### config.mk
export PLATFORM = sky130hd
export DESIGN_NAME = uart_receiver
export DESIGN_NICKNAME = d
export VERILOG_FILES = /design/src/rtl/uart_pkg.sv /design/src/rtl/uart_tick_gen.sv /design/src/rtl/uart_receiver.sv
export SDC_FILE = /design/constraint.sdc
export NUM_CORES = 1
export LEC_CHECK = 0
export CAP_MARGIN = 20
export CORE_MARGIN = 3
export CORE_UTILIZATION = 61
export CTS_CLUSTER_DIAMETER = 40
export CTS_CLUSTER_SIZE = 16
export DETAILED_ROUTE_END_ITERATION = 10
export MAX_ROUTING_LAYER = met4
export PLACE_DENSITY = 0.9
export SYNTH_ARGS = -nofsm -noshare
export SYNTH_HDL_FRONTEND = slang
export SYNTH_SLANG_ARGS = --single-unit
### constraint.sdc
create_clock -name clk -period 3.7 [get_ports clk]
set_input_delay 1.11 -clock clk [delete_from_list [all_inputs] [get_ports clk]]
set_output_delay 1.11 -clock clk [all_outputs]
set_load 0.05 [all_outputs]
### src/rtl/uart_pkg.sv
// -----------------------------------------------------------------------------
// uart_pkg
// Shared definitions for the UART transmitter/receiver pair.
//   - uart_state_t : frame FSM states (IDLE, START, DATA, STOP)
//   - UART_*       : default frame/timing parameters. Both ends of the link
//                    take these defaults so that they agree on the frame.
// -----------------------------------------------------------------------------
package uart_pkg;

    typedef enum logic [1:0] {
        IDLE  = 2'd0,
        START = 2'd1,
        DATA  = 2'd2,
        STOP  = 2'd3
    } uart_state_t;

    localparam int UART_NBITS         = 8;   // data bits per frame, MSB first
    localparam int UART_STOP_BITS     = 2;   // stop bits per frame
    localparam int UART_OVERSAMPLE    = 16;  // ticks per bit period
    localparam int UART_CLKS_PER_TICK = 10;  // clk cycles per tick

endpackage : uart_pkg

### src/rtl/uart_tick_gen.sv
// -----------------------------------------------------------------------------
// uart_tick_gen
// Prescaler that divides clk down to the oversample tick rate.
// The count runs 0..CLKS_PER_TICK-1. tick is high for one clk while the
// count sits at its last value, and then the count wraps to 0.
//
// Ports
//   clk     in   system clock
//   reset   in   asynchronous, active-low reset (count -> 0)
//   restart in   synchronous restart: count -> 0 on the next edge
//   tick    out  one-clk strobe every CLKS_PER_TICK clk
// -----------------------------------------------------------------------------
module uart_tick_gen
    import uart_pkg::*;
#(
    parameter int CLKS_PER_TICK = UART_CLKS_PER_TICK
) (
    input  logic clk,
    input  logic reset,
    input  logic restart,
    output logic tick
);

    // A single-clk tick still needs a 1-bit counter so that it has a legal width.
    localparam int CW = (CLKS_PER_TICK > 1) ? $clog2(CLKS_PER_TICK) : 1;
    localparam logic [CW-1:0] LAST = CW'(CLKS_PER_TICK - 1);

    logic [CW-1:0] count;

    always_ff @(posedge clk or negedge reset) begin
        if (!reset) begin
            count <= '0;
        end else if (restart || count == LAST) begin
            count <= '0;
        end else begin
            count <= count + CW'(1);
        end
    end

    assign tick = (count == LAST);

endmodule : uart_tick_gen

### src/rtl/uart_receiver.sv
// -----------------------------------------------------------------------------
// uart_receiver
// Serial-to-parallel UART receiver. A frame is one start bit (0), NBITS data
// bits sent MSB first, and STOP_BITS stop bits (1). rx is oversampled at
// OVERSAMPLE ticks per bit and each bit is sampled at its midpoint.
//
// Ports
//   clk        in   system clock
//   reset      in   asynchronous, active-low reset
//   rx         in   serial line, idle high, asynchronous to clk
//   rx_dout    out  last correctly framed word (held until the next good one)
//   rx_done    out  one-clk pulse when rx_dout is updated
//   frame_err  out  one-clk pulse when a stop bit samples 0 (rx_dout unchanged)
//   busy       out  high whenever the FSM is not in IDLE
// -----------------------------------------------------------------------------
module uart_receiver
    import uart_pkg::*;
#(
    parameter int NBITS         = UART_NBITS,
    parameter int STOP_BITS     = UART_STOP_BITS,
    parameter int OVERSAMPLE    = UART_OVERSAMPLE,
    parameter int CLKS_PER_TICK = UART_CLKS_PER_TICK
) (
    input  logic             clk,
    input  logic             reset,
    input  logic             rx,
    output logic [NBITS-1:0] rx_dout,
    output logic             rx_done,
    output logic             frame_err,
    output logic             busy
);

    localparam int TW = $clog2(OVERSAMPLE);
    localparam int BW = $clog2(NBITS + 1);

    localparam logic [TW-1:0] TICK_MID  = TW'(OVERSAMPLE / 2 - 1);  // mid start bit
    localparam logic [TW-1:0] TICK_LAST = TW'(OVERSAMPLE - 1);      // one bit later
    localparam logic [BW-1:0] BIT_LAST  = BW'(NBITS - 1);
    localparam logic [1:0]    STOP_LAST = 2'(STOP_BITS - 1);

    // ---------------------------------------------------------------------
    // Input synchronizer. It resets to the idle line level, so that leaving
    // reset does not look like a start edge.
    // ---------------------------------------------------------------------
    logic rx_meta;
    logic rx_s;

    // NOTE: use non-blocking assignments in clocked blocks. Every flop then
    // samples its pre-edge value, and the two stages cannot collapse into one.
    always_ff @(posedge clk or negedge reset) begin
        if (!reset) begin
            rx_meta <= 1'b1;
            rx_s    <= 1'b1;
        end else begin
            rx_meta <= rx;
            rx_s    <= rx_meta;
        end
    end

    // ---------------------------------------------------------------------
    // Tick prescaler. It restarts when a start edge is accepted, so every
    // sample point sits at a fixed distance from that edge.
    // ---------------------------------------------------------------------
    uart_state_t state, state_n;
    logic        tick;
    logic        tick_restart;

    assign tick_restart = (state == IDLE) && !rx_s;

    uart_tick_gen #(
        .CLKS_PER_TICK (CLKS_PER_TICK)
    ) u_tick_gen (
        .clk     (clk),
        .reset   (reset),
        .restart (tick_restart),
        .tick    (tick)
    );

    // ---------------------------------------------------------------------
    // Frame FSM: the next-state/datapath logic is combinational, and all
    // state, including the output pulses, is registered below.
    // ---------------------------------------------------------------------
    logic [TW-1:0]    tick_cnt, tick_cnt_n;
    logic [BW-1:0]    bit_cnt, bit_cnt_n;
    logic [1:0]       stop_cnt, stop_cnt_n;
    logic             err, err_n;
    logic [NBITS-1:0] shift, shift_n;
    logic [NBITS-1:0] rx_dout_n;
    logic             rx_done_n;
    logic             frame_err_n;

    // NOTE: every signal that is written here gets its default first. A path
    // that leaves one unassigned would otherwise infer a latch.
    always_comb begin
        state_n     = state;
        tick_cnt_n  = tick_cnt;
        bit_cnt_n   = bit_cnt;
        stop_cnt_n  = stop_cnt;
        err_n       = err;
        shift_n     = shift;
        rx_dout_n   = rx_dout;
        rx_done_n   = 1'b0;
        frame_err_n = 1'b0;

        unique case (state)
            IDLE: begin
                if (!rx_s) begin
                    state_n    = START;
                    tick_cnt_n = '0;
                end
            end

            START: begin
                if (tick) begin
                    if (tick_cnt == TICK_MID) begin
                        tick_cnt_n = '0;
                        if (rx_s) begin
                            state_n = IDLE;          // line went high again: glitch
                        end else begin
                            state_n   = DATA;
                            bit_cnt_n = '0;
                        end
                    end else begin
                        tick_cnt_n = tick_cnt + TW'(1);
                    end
                end
            end

            DATA: begin
                if (tick) begin
                    if (tick_cnt == TICK_LAST) begin
                        tick_cnt_n = '0;
                        // MSB arrives first, so shift left and append the new bit.
                        shift_n    = NBITS'({shift, rx_s});
                        bit_cnt_n  = bit_cnt + BW'(1);
                        if (bit_cnt == BIT_LAST) begin
                            state_n    = STOP;
                            stop_cnt_n = '0;
                            err_n      = 1'b0;
                        end
                    end else begin
                        tick_cnt_n = tick_cnt + TW'(1);
                    end
                end
            end

            STOP: begin
                if (tick) begin
                    if (tick_cnt == TICK_LAST) begin
                        tick_cnt_n = '0;
                        err_n      = err | ~rx_s;
                        stop_cnt_n = stop_cnt + 2'(1);
                        // Return to IDLE at mid last stop bit, so that a start
                        // edge that follows with no idle gap is still caught.
                        if (stop_cnt == STOP_LAST) begin
                            state_n = IDLE;
                            if (err_n) begin
                                frame_err_n = 1'b1;
                            end else begin
                                rx_dout_n = shift;
                                rx_done_n = 1'b1;
                            end
                        end
                    end else begin
                        tick_cnt_n = tick_cnt + TW'(1);
                    end
                end
            end

            default: state_n = IDLE;
        endcase
    end

    always_ff @(posedge clk or negedge reset) begin
        if (!reset) begin
            state     <= IDLE;
            tick_cnt  <= '0;
            bit_cnt   <= '0;
            stop_cnt  <= '0;
            err       <= 1'b0;
            shift     <= '0;
            rx_dout   <= '0;
            rx_done   <= 1'b0;
            frame_err <= 1'b0;
        end else begin
            state     <= state_n;
            tick_cnt  <= tick_cnt_n;
            bit_cnt   <= bit_cnt_n;
            stop_cnt  <= stop_cnt_n;
            err       <= err_n;
            shift     <= shift_n;
            rx_dout   <= rx_dout_n;
            rx_done   <= rx_done_n;
            frame_err <= frame_err_n;
        end
    end

    assign busy = (state != IDLE);

endmodule : uart_receiver

Yosys cells after proc, flatten, opt, wreduce, memory -nomap -nowiden
Index checks and enable logic that the tools add are counted.
W data, S select, Z words.

storage, ports and cells
  register bits = 37
  input port bits = 3

cells by class
  bitwise operators = 3
  add/subtract/negate cells = 4
  muxes and demuxes = 45
  equality and inequality tests = 19
  reductions and logical operators = 14

operators with widths
  cell                   count
  $mux W4                10
  $mux W2                15
  $ne A2 B2 Y1 const B   10
  $mux W1                15
  $add A4 B1 Y4 const B  3
  $pmux W4 S3            1
  $reduce_and A6 Y1      2
  $reduce_and A9 Y1      1
  $eq A4 B3 Y1 const B   2
  $eq A4 B4 Y1 const B   2
  $pmux W2 S4            1
  $pmux W4 S2            1
  $reduce_and A3 Y1      2
  $reduce_bool A2 Y1     3
  $reduce_and A5 Y1      1
  $eq A2 B1 Y1 const B   2
  $eq A2 B2 Y1 const B   2
  $pmux W2 S2            1
  $add A2 B1 Y2 const B  1
  $logic_not A2 Y1       1
  $ne A2 B1 Y1 const B   1
  $not A1 Y1             2
  $pmux W1 S2            1
  $reduce_or A2 Y1       1
  other kinds (4)        4

Depth between registers and ports, before layout
  word-level depth = 7
  mapped depth = 7
  depth with buffers taken out = 6

Modules after synthesis
A second synthesis with hierarchy kept.

second synthesis, totals
  cell total of the unflattened synthesis = 138
  area, all modules = 1652.8 um^2

modules (own cells, without submodules)
  module         times used  area an instance (um^2)  cells each  seq. area each (um^2)
  uart_receiver  1           1448.9                   118         828.3
  uart_tick_gen  1           203.9                    20          100.1

Worst setup path after synthesis
OpenSTA, ideal clock, no wires.

  kind = flip-flop to output port
  start point = register state[0]
  end point = output port busy
  slack = 1.517 ns
  required time = 2.590 ns
  arrival time = 1.073 ns
  cell stages (with the launch flop) = 4
  cell sequence = dfrtp_1 clkbuf_1 nor2_1 inv_1

on the way
  word-level cells in the longest chain between the ends = 1

ends and longest elaborated chain
  what                      line                  source
  start: declaration        uart_receiver.sv:64   uart_state_t state, state_n;
  start signal: assignment  uart_receiver.sv:186  state <= state_n;
  $reduce_bool A2 Y1        uart_receiver.sv:198  assign busy = (state != IDLE);
  end: declaration          uart_receiver.sv:30   output logic busy

No other way between the ends.

==> flow_metrics.py <==
metrics = {
    "run_status": {
        "status": "finished clean",
    },
    "setup_path": {
        "crit_fanout": 17,
        "critPathSlowestCell": "clkdlybuf4s50_1",
        "cp.arrival_ns": 2.10,
        "required_ns": 2.59,
        "slowest_delay_ns": 0.81,
        "crit_type": "reg2out",
        "endpoint_kind": "output pin",
        "crit_path_start_kind": "flip-flop",
        "worstPathCellList": "nor2_1, inv_1, clkdlybuf4s50_1",
    },
    "drt": {
        "drtAntennaViolNets": 0,
        "dr.pass1.iters": 4,
        "drt_iter0_markers": 61,
        "wirelength_um": 3170,
        "route.detailed.drc": 0,
        "vias": 1234,
        "wire_per_inst_um": 16.0,
        "post_drt_via_cell_ratio": 6.23,
    },
    "final_layout": {
        "fin_nets": 175,
        "syn2layout_area_growth_pct": 12.8,
        "nFillCells": 159,
        "antenna_cells": 0,
        "stdcell_count": 198,
        "drive_gt1_share_pct": 17.9,
        "seqCellArea_um2": 928,
        "multi_input_area_um2": 751,
    },
    "die": {
        "io_pins": 14,
        "dieArea_mm2": 0.00352,
        "row_count": 18,
        "core_mm2": 0.00259,
        "die_y_um": 59.3,
        "initial_core_util_pct": 67.0,
        "die_x_um": 59.3,
    },
    "synthesis": {
        "async_flop_share_pct": 100,
        "synth_ff_type": "dfrtp_1",
        "synth.cell_area_mm2": 0.00173,
        "synth_edf_count": 0,
        "ys_seq_elements": 37,
        "synth_cell_types": 37,
        "syn_nets": 162,
        "yosysSeqAreaShare_pct": 53.5,
        "avgSynthCellArea_um2": 11.3,
        "synthCells": 154,
        "yosys_warnings": 0,
    },
    "timing": {
        "setup_violations": 0,
        "finalCriticalPeriod_ns": 3.21,
        "hold_viol_final": 0,
        "setup_tns_ns": 0,
        "fin_ws_ns": 0.493,
        "finalClockSkew_ns": 0.00743,
        "clock.fmax_mhz": 312,
        "maxSlewHeadroom_pct": 66.6,
        "rsz0062_at_grt": "false",
        "worst_pin_slew_ns": 0.499,
        "slew_violations": 0,
        "finalCritPeriodShare_pct": 86.7,
    },
    "clock_tree": {
        "clk_pin_slew_ns": 0.12,
        "cts_resized": 0,
        "post-cts-setup-buffers": 0,
        "cts_num_sinks": 37,
        "cts_buffers": 5,
        "postCtsHoldBufs": 0,
        "cts_tree": "built",
        "cts_buffer_depth": 2,
        "clock_latency_ns": 0.35,
        "root_buffer": "clkbuf_4",
        "htreeDepth": 2,
    },
    "power_and_ir_drop": {
        "p_switching_uw": 151,
        "powerDensity_mw_per_mm2": 360,
        "p_comb_share_pct": 1.7,
        "power.share.clock_pct": 40.3,
        "power.share.switching_pct": 21.5,
        "p_int_uw": 553,
        "p_seq_share_pct": 58.0,
        "leakage_nw": 0.895,
        "ir_drop_mv": 0.380,
    },
    "global_route": {
        "grt_max_degree": 38,
        "grt_pass1_vias": 1204,
        "grtUsageTotal_pct": 22.1,
        "grt_pass1_wl_um": 5460,
        "grt_remaining_overflow": 0,
        "antenna_found_initial": 0,
    },
    "placement": {
        "place_congestion": 0.888,
        "place_ws_ns": 0.903,
        "placed_cells": 190,
        "portBuffers": 13,
        "dpl.hpwl_um": 2210,
    },
    "worst_hold_path": {
        "min_path_type": "reg2reg",
    },
    "run": {
        "maxCapViolations": 0,
    },
}
[routing by layer]
layer  global-route usage [%]  wire length, um
met3                     7.41              176
met2                     31.8             1530
met4                     9.71               53
met1                     28.3             1400
met5                        -                0
[Yosys cell counts, types with 3 or more instances]
library cell | number | area (um2)
dfrtp_1 | 35 | 876
nand3_1 | 5 | 25.0
clkbuf_1 | 5 | 18.8
nand2b_1 | 3 | 18.8
o21ai_0 | 7 | 35.0
mux2_2 | 16 | 180
a22o_1 | 3 | 26.3
ha_1 | 5 | 62.6
a31oi_1 | 4 | 25.0
nor2_1 | 8 | 30.0
nand2_1 | 14 | 52.6
a21oi_1 | 6 | 30.0
nand4_1 | 3 | 18.8
nor3_1 | 3 | 15.0
inv_1 | 5 | 18.8
[per-stage QoR]
stage                     hold slack, ns  power [mW]  cell area (um2)  util [%]
after detailed placement           0.352       0.428             1870      72.3
after global placement             0.346       0.427             1870      72.3
final                              0.367       0.704             1960      75.6
after floorplan                    0.345       0.417             1730         -
after CTS                          0.369       0.709             1960      75.6
after global routing               0.370       0.731             1960      75.6
[flip-flops by register name, summed over array words and instances, names as in the netlist, named ones only]
signal,flops
rx_dout,8
shift,8
bit_cnt,4
tick_cnt,4
u_tick_gen.count,4
stop_cnt,2
err,1
frame_err,1
rx_done,1
rx_meta,1
rx_s,1
state,1
[power groups by stage]
| stage | registers (mW) | logic (mW) | clock network [mW] |
|---|---|---|---|
| floorplan | 0.415 | 0.00181 | 0 |
| global placement | 0.415 | 0.0121 | 0 |
| detailed placement | 0.415 | 0.0127 | 0 |
| CTS | 0.408 | 0.0128 | 0.289 |
| global route | 0.408 | 0.0138 | 0.309 |
| finish | 0.408 | 0.0121 | 0.284 |
[logic make-up after synthesis]
group                    after synthesis  synth area share, %
AND/OR/NAND/NOR                       51                 16.6
adder cells (fa/ha/maj)                5                 3.61
XOR/XNOR                               3                 1.52
buffers and inverters                 13                 3.18
flip-flops                            37                 53.5
multiplexers                          17                 11.0
AO/OA/AOI/OAI                         28                 10.5
[placed cells by master, fill, tap and decap left out, types with 3 or more instances in the layout]
| cell | netlist | layout |
|---|---|---|
| dfrtp_1 | 35 | 35 |
| mux2_2 | 16 | 16 |
| nand2_1 | 14 | 14 |
| clkdlybuf4s50_1 | 0 | 13 |
| nor2_1 | 8 | 8 |
| o21ai_0 | 7 | 7 |
| a21oi_1 | 6 | 6 |
| inv_1 | 5 | 5 |
| nand3_1 | 5 | 5 |
| ha_1 | 5 | 5 |
| clkbuf_4 | 0 | 5 |
| a31oi_1 | 4 | 4 |
| nand2b_1 | 3 | 3 |
| nor3_1 | 3 | 3 |
| nand4_1 | 3 | 3 |
| a22o_1 | 3 | 3 |
[worst max-delay path, delay by kind of cell, from the launching register on]
kind	cells	cell delay (ns)
buffers and inverters	2	0.94
and+or+nand+nor	1	0.14
DFF	1	0.66
[worst paths after layout]
path / start / endpoint / slack (ns) / cells past startpoint
worst min-delay path: rx_meta$_DFF_PN1_ / rx_s$_DFF_PN1_ / 0.37 / 0
worst min register to register: rx_meta$_DFF_PN1_ / rx_s$_DFF_PN1_ / 0.37 / 0
min in group asynchronous: reset / tick_cnt[2]$_DFFE_PN0P_ / 1.16 / 2
worst max register to register: tick_cnt[0]$_DFFE_PN0P_ / rx_dout[3]$_DFFE_PN0P_ / 1.47 / 5
worst max-delay path: flip-flop / busy / 0.49 / 3
max in group asynchronous: reset / rx_meta$_DFF_PN1_ / 2.20 / 2
[final cells by class]
type                    instances  area share, %
repair buffers                 14           7.03
inverters                       5          0.959
clock buffers                   5           1.92
well taps                      30           1.92
flip-flops and latches         37           47.4
multi-input cells             104           38.4
clock inverters                 3           2.37
(Power assumes the default switching activity.)
